## src/rtl/rvv_pkg.sv

```systemverilog
// Shared RVV types: vtype encoding, vset* instruction formats and vector configuration helpers.
package rvv_pkg;

  localparam int unsigned RvXlen = 64;

  localparam logic [6:0] OpcodeVec = 7'h57;
  localparam logic [2:0] OPIVV     = 3'b000;
  localparam logic [2:0] OPCFG     = 3'b111;

  typedef enum logic [2:0] {
    EW8, EW16, EW32, EW64, EW128, EW256, EW512, EW1024
  } vew_e;

  typedef enum logic [2:0] {
    LMUL_1, LMUL_2, LMUL_4, LMUL_8, LMUL_RSVD, LMUL_1_8, LMUL_1_4, LMUL_1_2
  } vlmul_e;

  typedef struct packed {
    logic   vill;
    logic   vma;
    logic   vta;
    vew_e   vsew;
    vlmul_e vlmul;
  } vtype_t;

  localparam vtype_t VtypeReset = vtype_t'(9'h100);

  typedef struct packed {
    logic        func1;
    logic [10:0] zimm11;
    logic [4:0]  rs1;
    logic [2:0]  func3;
    logic [4:0]  rd;
    logic [6:0]  opcode;
  } vsetvli_type_t;

  typedef struct packed {
    logic [1:0] func2;
    logic [9:0] zimm10;
    logic [4:0] uimm5;
    logic [2:0] func3;
    logic [4:0] rd;
    logic [6:0] opcode;
  } vsetivli_type_t;

  typedef struct packed {
    logic [6:0] func7;
    logic [4:0] rs2;
    logic [4:0] rs1;
    logic [2:0] func3;
    logic [4:0] rd;
    logic [6:0] opcode;
  } vsetvl_type_t;

  typedef union packed {
    vsetvli_type_t  vsetvli;
    vsetivli_type_t vsetivli;
    vsetvl_type_t   vsetvl;
  } rvv_instruction_t;

  typedef struct packed {
    logic [RvXlen-1:0] result;
    logic              illegal;
  } vcfg_resp_t;

  // VLEN/SEW scaled by LMUL, shifts only.
  function automatic logic [31:0] vlmax(vew_e vsew, vlmul_e vlmul, int unsigned vlen);
    logic [31:0] base;
    base = 32'(vlen) >> (32'd3 + 32'(vsew));
    unique case (vlmul)
      LMUL_1:   vlmax = base;
      LMUL_2:   vlmax = base << 1;
      LMUL_4:   vlmax = base << 2;
      LMUL_8:   vlmax = base << 3;
      LMUL_1_2: vlmax = base >> 1;
      LMUL_1_4: vlmax = base >> 2;
      LMUL_1_8: vlmax = base >> 3;
      default:  vlmax = '0;
    endcase
  endfunction

  function automatic logic vtype_legal(logic [RvXlen-1:0] raw, int unsigned elen);
    logic [31:0] sew;
    logic [31:0] span;
    sew = 32'd8 << raw[5:3];
    unique case (vlmul_e'(raw[2:0]))
      LMUL_1_2: span = sew << 1;
      LMUL_1_4: span = sew << 2;
      LMUL_1_8: span = sew << 3;
      default:  span = sew;
    endcase
    vtype_legal = (raw[RvXlen-1:8] == '0) && (vlmul_e'(raw[2:0]) != LMUL_RSVD) &&
                  (sew <= elen) && (span <= elen);
  endfunction

endpackage

```

## src/rtl/vcfg_vl_calc.sv

```systemverilog
// Combinational new-vl / new-vtype computation for one vset* instruction.
module vcfg_vl_calc import rvv_pkg::*; #(
  parameter int unsigned VLEN = 4096,
  parameter int unsigned ELEN = 64,
  parameter int unsigned XLEN = 64
) (
  input  logic [XLEN-1:0]        avl_i,
  input  logic                   keep_vl_i,
  input  logic [XLEN-1:0]        vtype_raw_i,
  input  logic [$clog2(VLEN):0]  vl_i,
  output logic [$clog2(VLEN):0]  vl_o,
  output vtype_t                 vtype_o,
  output logic                   vill_o
);
  localparam int unsigned VlW = $clog2(VLEN) + 1;

  logic [XLEN-1:0] avl;
  logic [VlW-1:0]  vl_max;

  always_comb begin
    avl    = keep_vl_i ? XLEN'(vl_i) : avl_i;
    vl_max = VlW'(vlmax(vew_e'(vtype_raw_i[5:3]), vlmul_e'(vtype_raw_i[2:0]), VLEN));
    vill_o = !vtype_legal(RvXlen'(vtype_raw_i), ELEN);
    if (vill_o) begin
      vl_o    = '0;
      vtype_o = VtypeReset;
    end else begin
      // Full-width compare so large AVLs saturate instead of wrapping.
      vl_o    = (avl >= XLEN'(vl_max)) ? vl_max : VlW'(avl);
      vtype_o = '{vill: 1'b0, vma: vtype_raw_i[7], vta: vtype_raw_i[6],
                  vsew: vew_e'(vtype_raw_i[5:3]), vlmul: vlmul_e'(vtype_raw_i[2:0])};
    end
  end

endmodule

```

## src/rtl/vcfg_unit.sv

```systemverilog
// RVV configuration unit: two-stage vset* pipeline holding the vl, vtype and vstart CSRs.
module vcfg_unit import rvv_pkg::*; #(
  parameter int unsigned VLEN = 4096,
  parameter int unsigned ELEN = 64,
  parameter int unsigned XLEN = 64
) (
  input  logic                     clk_i,
  input  logic                     rst_i,
  input  logic                     req_valid_i,
  output logic                     req_ready_o,
  input  rvv_instruction_t         req_instr_i,
  input  logic [XLEN-1:0]          req_rs1_i,
  input  logic [XLEN-1:0]          req_rs2_i,
  output logic                     resp_valid_o,
  input  logic                     resp_ready_i,
  output logic [XLEN-1:0]          resp_result_o,
  output logic                     resp_illegal_o,
  output logic                     busy_o,
  output logic [$clog2(VLEN):0]    vl_o,
  output vtype_t                   vtype_o,
  output logic [$clog2(VLEN)-1:0]  vstart_o,
  input  logic                     vstart_we_i,
  input  logic [$clog2(VLEN)-1:0]  vstart_wdata_i
);
  localparam int unsigned VlW = $clog2(VLEN) + 1;
  localparam int unsigned VsW = $clog2(VLEN);

  logic             a_valid_q, a_valid_d;
  rvv_instruction_t a_instr_q, a_instr_d;
  logic [XLEN-1:0]  a_rs1_q, a_rs1_d, a_rs2_q, a_rs2_d;
  logic             b_valid_q, b_valid_d;
  vcfg_resp_t       resp_q, resp_d;
  logic [VlW-1:0]   vl_q, vl_d;
  vtype_t           vtype_q, vtype_d;
  logic [VsW-1:0]   vstart_q, vstart_d;

  logic            is_vset, keep_vl, a_adv, accept, commit, calc_vill;
  logic [XLEN-1:0] avl, vtype_raw;
  logic [VlW-1:0]  calc_vl;
  vtype_t          calc_vtype;

  always_comb begin
    is_vset   = 1'b0;
    keep_vl   = 1'b0;
    avl       = a_rs1_q;
    vtype_raw = '0;
    if (a_instr_q.vsetvl.opcode == OpcodeVec && a_instr_q.vsetvl.func3 == OPCFG) begin
      if (!a_instr_q[31]) begin
        is_vset   = 1'b1;
        vtype_raw = XLEN'(a_instr_q.vsetvli.zimm11);
      end else if (a_instr_q[31:30] == 2'b11) begin
        is_vset   = 1'b1;
        vtype_raw = XLEN'(a_instr_q.vsetivli.zimm10);
      end else if (a_instr_q[31:25] == 7'b1000000) begin
        is_vset   = 1'b1;
        vtype_raw = a_rs2_q;
      end
    end
    if (a_instr_q[31:30] == 2'b11) begin
      avl = XLEN'(a_instr_q.vsetivli.uimm5);
    end else if (a_instr_q.vsetvl.rs1 == 5'd0) begin
      if (a_instr_q.vsetvl.rd != 5'd0) avl = '1;
      else keep_vl = 1'b1;
    end
  end

  // vl_q already holds any commit from the previous cycle, so it doubles as the bypass.
  vcfg_vl_calc #(
    .VLEN (VLEN),
    .ELEN (ELEN),
    .XLEN (XLEN)
  ) u_vl_calc (
    .avl_i       (avl),
    .keep_vl_i   (keep_vl),
    .vtype_raw_i (vtype_raw),
    .vl_i        (vl_q),
    .vl_o        (calc_vl),
    .vtype_o     (calc_vtype),
    .vill_o      (calc_vill)
  );

  always_comb begin
    a_adv       = a_valid_q && (!b_valid_q || resp_ready_i);
    req_ready_o = !a_valid_q || a_adv;
    accept      = req_valid_i && req_ready_o;
    commit      = a_adv && is_vset;

    a_valid_d = accept ? 1'b1 : (a_adv ? 1'b0 : a_valid_q);
    a_instr_d = accept ? req_instr_i : a_instr_q;
    a_rs1_d   = accept ? req_rs1_i : a_rs1_q;
    a_rs2_d   = accept ? req_rs2_i : a_rs2_q;

    b_valid_d = a_adv ? 1'b1 : (resp_ready_i ? 1'b0 : b_valid_q);
    resp_d    = resp_q;
    if (a_adv) begin
      resp_d.result  = (is_vset && !calc_vill) ? RvXlen'(calc_vl) : '0;
      resp_d.illegal = !is_vset;
    end

    vl_d     = commit ? calc_vl : vl_q;
    vtype_d  = commit ? calc_vtype : vtype_q;
    vstart_d = commit ? '0 : (vstart_we_i ? vstart_wdata_i : vstart_q);
  end

  always_ff @(posedge clk_i or posedge rst_i) begin
    if (rst_i) begin
      a_valid_q <= 1'b0;
      a_instr_q <= '0;
      a_rs1_q   <= '0;
      a_rs2_q   <= '0;
      b_valid_q <= 1'b0;
      resp_q    <= '0;
      vl_q      <= '0;
      vtype_q   <= VtypeReset;
      vstart_q  <= '0;
    end else begin
      a_valid_q <= a_valid_d;
      a_instr_q <= a_instr_d;
      a_rs1_q   <= a_rs1_d;
      a_rs2_q   <= a_rs2_d;
      b_valid_q <= b_valid_d;
      resp_q    <= resp_d;
      vl_q      <= vl_d;
      vtype_q   <= vtype_d;
      vstart_q  <= vstart_d;
    end
  end

  assign resp_valid_o   = b_valid_q;
  assign resp_result_o  = XLEN'(resp_q.result);
  assign resp_illegal_o = resp_q.illegal;
  assign busy_o         = a_valid_q;
  assign vl_o           = vl_q;
  assign vtype_o        = vtype_q;
  assign vstart_o       = vstart_q;

endmodule

```

## config.mk

```make
export PLATFORM = sky130hd
export DESIGN_NAME = vcfg_unit
export DESIGN_NICKNAME = d
export VERILOG_FILES = /design/src/rtl/rvv_pkg.sv /design/src/rtl/vcfg_vl_calc.sv /design/src/rtl/vcfg_unit.sv
export SDC_FILE = /design/constraint.sdc
export NUM_CORES = 1
export LEC_CHECK = 0
export CORE_UTILIZATION = 52
export CTS_CLUSTER_DIAMETER = 50
export CTS_CLUSTER_SIZE = 30
export DETAILED_ROUTE_END_ITERATION = 8
export PLACE_DENSITY_LB_ADDON = 0.08
export SKIP_LAST_GASP = 1
export SYNTH_ARGS = -nofsm -noshare
export SYNTH_HDL_FRONTEND = slang
export SYNTH_SLANG_ARGS = --single-unit
```

## constraint.sdc

```tcl
create_clock -name clk_i -period 15.43 [get_ports clk_i]
set_input_delay 3.086 -clock clk_i [delete_from_list [all_inputs] [get_ports clk_i]]
set_output_delay 3.086 -clock clk_i [all_outputs]
set_load 0.05 [all_outputs]
```

==> flow_metrics.tcl <==
set metrics [dict create \
    status "finished clean" \
    syn_to_final_growth_pct 31.5 \
    synth.avg_cell_area_um2 11.9 \
    drtIter0Drc 489 \
    slew_headroom_pct 30.1 \
    nets 1253 \
    drive_above_1_share_pct 21.3 \
    synthesis.area_mm2 0.0101 \
    start_util_pct 53.4 \
    synthArstFlopShare_pct 100 \
    ir_worst_vdd_uv 100 \
    ys_seq_area_share_pct 52.3 \
    cts_made_buffers 24 \
    finClkSkew_ns 0.0178 \
    wirelength_um 23100 \
    cts_tree "yes" \
    core_area_mm2 0.0188 \
    criticalPathCategory "in -> out" \
    hold_viol 0 \
    drtAntennaViolNets 0 \
    track_usage_pct 23.6 \
    slew_violations 0 \
    yosysWarnings 0 \
    antenna_cells 0 \
    grt_pass1_wl_um 37300 \
    crit_start "resp_ready_i" \
    crit_path_end_kind "output pin" \
    cts.repair.resized 0 \
    cts_root_buf "clkbuf_16" \
    clock-sinks 210 \
    dpl.hpwl_um 16600 \
    dr_total_vias 7393 \
    p_leak_nw 5.43 \
    crit_required_ns 12.34 \
    hold_start "vtype_o[1]" \
    rows 50 \
    p_clk_share_pct 39.1 \
    p_per_area_mw_per_mm2 116 \
    hold_path.class "reg -> reg" \
    switching_share_pct 27.8 \
    setup_viol 0 \
    fin_crit_sh_pct 49.7 \
    synth-edff-count 0 \
    ys_types 62 \
    die_w_um 141 \
    antenna_found_initial 0 \
    cp-start-kind "input port" \
    setup_tns_ns 0 \
    power_frac_comb_pct 18.1 \
    clk_pin_slew_ns 0.06 \
    max_slew.worst_pin.slew_ns 1.05 \
    power.net_switching_mw 0.426 \
    cts_setup_buffers 0 \
    viasPerCell 5.51 \
    ys_seq_elements 210 \
    crit_arrival_ns 4.58 \
    io_pins 279 \
    grt_pass1_vias 7206 \
    grt_max_degree 154 \
    finalPower_mw 1.54 \
    insertion_delay_ns 0.53 \
    ys.flop_type "dfrtp_1" \
    fp.dieH_um 141 \
    clock.fmax_mhz 130 \
    seq_power_share_pct 42.9 \
    drc 0 \
    clk_path_buf_depth 3 \
    gp_congestion 0.935 \
    r2r_start "a_instr_q[31]" \
    postCtsHoldBufs 0 \
    p_int_mw 1.11 \
    grt_overflow_total 0 \
    rsz0062_at_grt "false" \
    dieArea_mm2 0.0199 \
    whs_ns 0.472 \
    postSynthCellCount 844 \
    h-tree-depth 1 \
    port_buffers 227 \
    wl_per_cell_um 17.2 \
    drtPass1Iterations 7 \
    cap_violations 0 \
    critPathMaxFanout 3 \
    post-route-min-period_ns 7.67 \
]
## path summary, 6_finish.rpt
check / to / slack, ns / cells past startpoint
min reg2reg: vtype_o[1] / 0.47 / 2
max: req_ready_o / 7.76 / 3
max in group asynchronous: a_instr_q[26] / 10.83 / 3
max reg2reg: resp_result_o[2] / 9.98 / 14
min: vtype_o[1] / 0.47 / 2
min in group asynchronous: a_rs2_q[23] / 3.17 / 2
## flip-flops by register name, indices dropped and copies added (netlist names)
register	cells
a_rs1_q	64
a_rs2_q	64
a_instr_q	32
resp_result_o	13
vl_o	13
vstart_o	12
vtype_o	9
busy_o	1
resp_illegal_o	1
resp_valid_o	1
## synth_stat cells, types with 3 or more instances
master / n / area share, %
nand3_1: 14 / 0.70
a211o_1: 4 / 0.35
o21ai_1: 20 / 1.0
a211oi_1: 7 / 0.52
a21oi_1: 18 / 0.90
nor2b_1: 4 / 0.25
o22ai_1: 10 / 0.62
nand2b_1: 7 / 0.44
inv_1: 8 / 0.30
nor3_1: 7 / 0.35
buf_4: 53 / 4.0
o221a_2: 8 / 0.90
a31oi_1: 5 / 0.31
a22oi_1: 6 / 0.45
o21ai_0: 24 / 1.2
a21o_1: 8 / 0.60
mux2_2: 160 / 18
nand4_1: 7 / 0.44
buf_1: 7 / 0.26
nor4_1: 32 / 2.0
nand2_1: 62 / 2.3
and3_1: 5 / 0.31
nand3b_1: 4 / 0.30
buf_2: 4 / 0.20
nand4b_1: 3 / 0.26
nor2_1: 34 / 1.3
mux2i_1: 19 / 1.9
ha_1: 13 / 1.6
dfrtp_1: 209 / 52
clkbuf_1: 24 / 0.90
o21a_1: 3 / 0.22
a222oi_1: 6 / 0.60
o31ai_1: 5 / 0.37
or4_1: 9 / 0.67
## critical path: stages
cell	delay, ns
clkdlybuf4s50_1	0.47
nand3b_1	0.19
clkdlybuf4s50_1	0.83
## per-layer routing
| metal | track usage (%) | part of all wire, % | vias to the layer above |
|---|---|---|---|
| li1 | - | - | 3477 |
| met1 | 30.4 | 41 | 3571 |
| met2 | 39.3 | 48 | 298 |
| met3 | 6.49 | 8.0 | 47 |
| met4 | 6.29 | 2.6 | 0 |
| met5 | 0 | 0 | - |
## cell families after synthesis
group	count (synthesis)	synth area share, %
other	1	0.0373
buffers and inverters	97	5.73
and+or+nand+nor	200	10.5
muxes	179	19.8
AOI/OAI and AO/OA	144	10.1
adders and majority gates	13	1.62
DFF	210	52.3
## through the flow
step / instances / instance area (µm²) / util, % / worst slack [ns]
after CTS: 1341 / 13200 / 70.2 / 7.76
final: 1341 / 13200 / 70.2 / 7.76
after floorplan: 894 / 10200 / - / 6.61
after global placement: 1297 / 12300 / 65.6 / 7.78
after detailed placement: 1297 / 12300 / 65.6 / 7.77
after global routing: 1341 / 13200 / 70.2 / 7.73
## power by group through the flow
stage | clock network, mW | logic (mW) | registers, mW
6_report | 0.601 | 0.277 | 0.659
3_3_place_gp | 0 | 0.273 | 0.665
2_1_floorplan | 0 | 0.194 | 0.666
3_5_place_dp | 0 | 0.278 | 0.668
4_1_cts | 0.613 | 0.279 | 0.659
5_1_grt | 0.635 | 0.302 | 0.667
## layout make-up
class / count / area, µm²
clock buffer: 27 / 642
clock inverter: 17 / 225
fill: 1377 / 5610
inverter: 8 / 37.5
multi-input combinational: 587 / 4420
sequential: 210 / 5260
tap: 260 / 325
timing repair buffer: 232 / 2310
## placed cells by master, fill, tap and decap left out, drive strengths merged, types with 9 or more instances in the layout
master         instances
clkdlybuf4s50        227
dfrtp                209
mux2                 160
nand2                 63
conb                  51
o21ai                 44
nor2                  34
nor4                  34
clkbuf                27
mux2i                 19
a21oi                 18
nand3                 14
ha                    13
inv                   11
o22ai                 10
or4                   10
a211oi                 9
(Power assumes the default switching activity.)
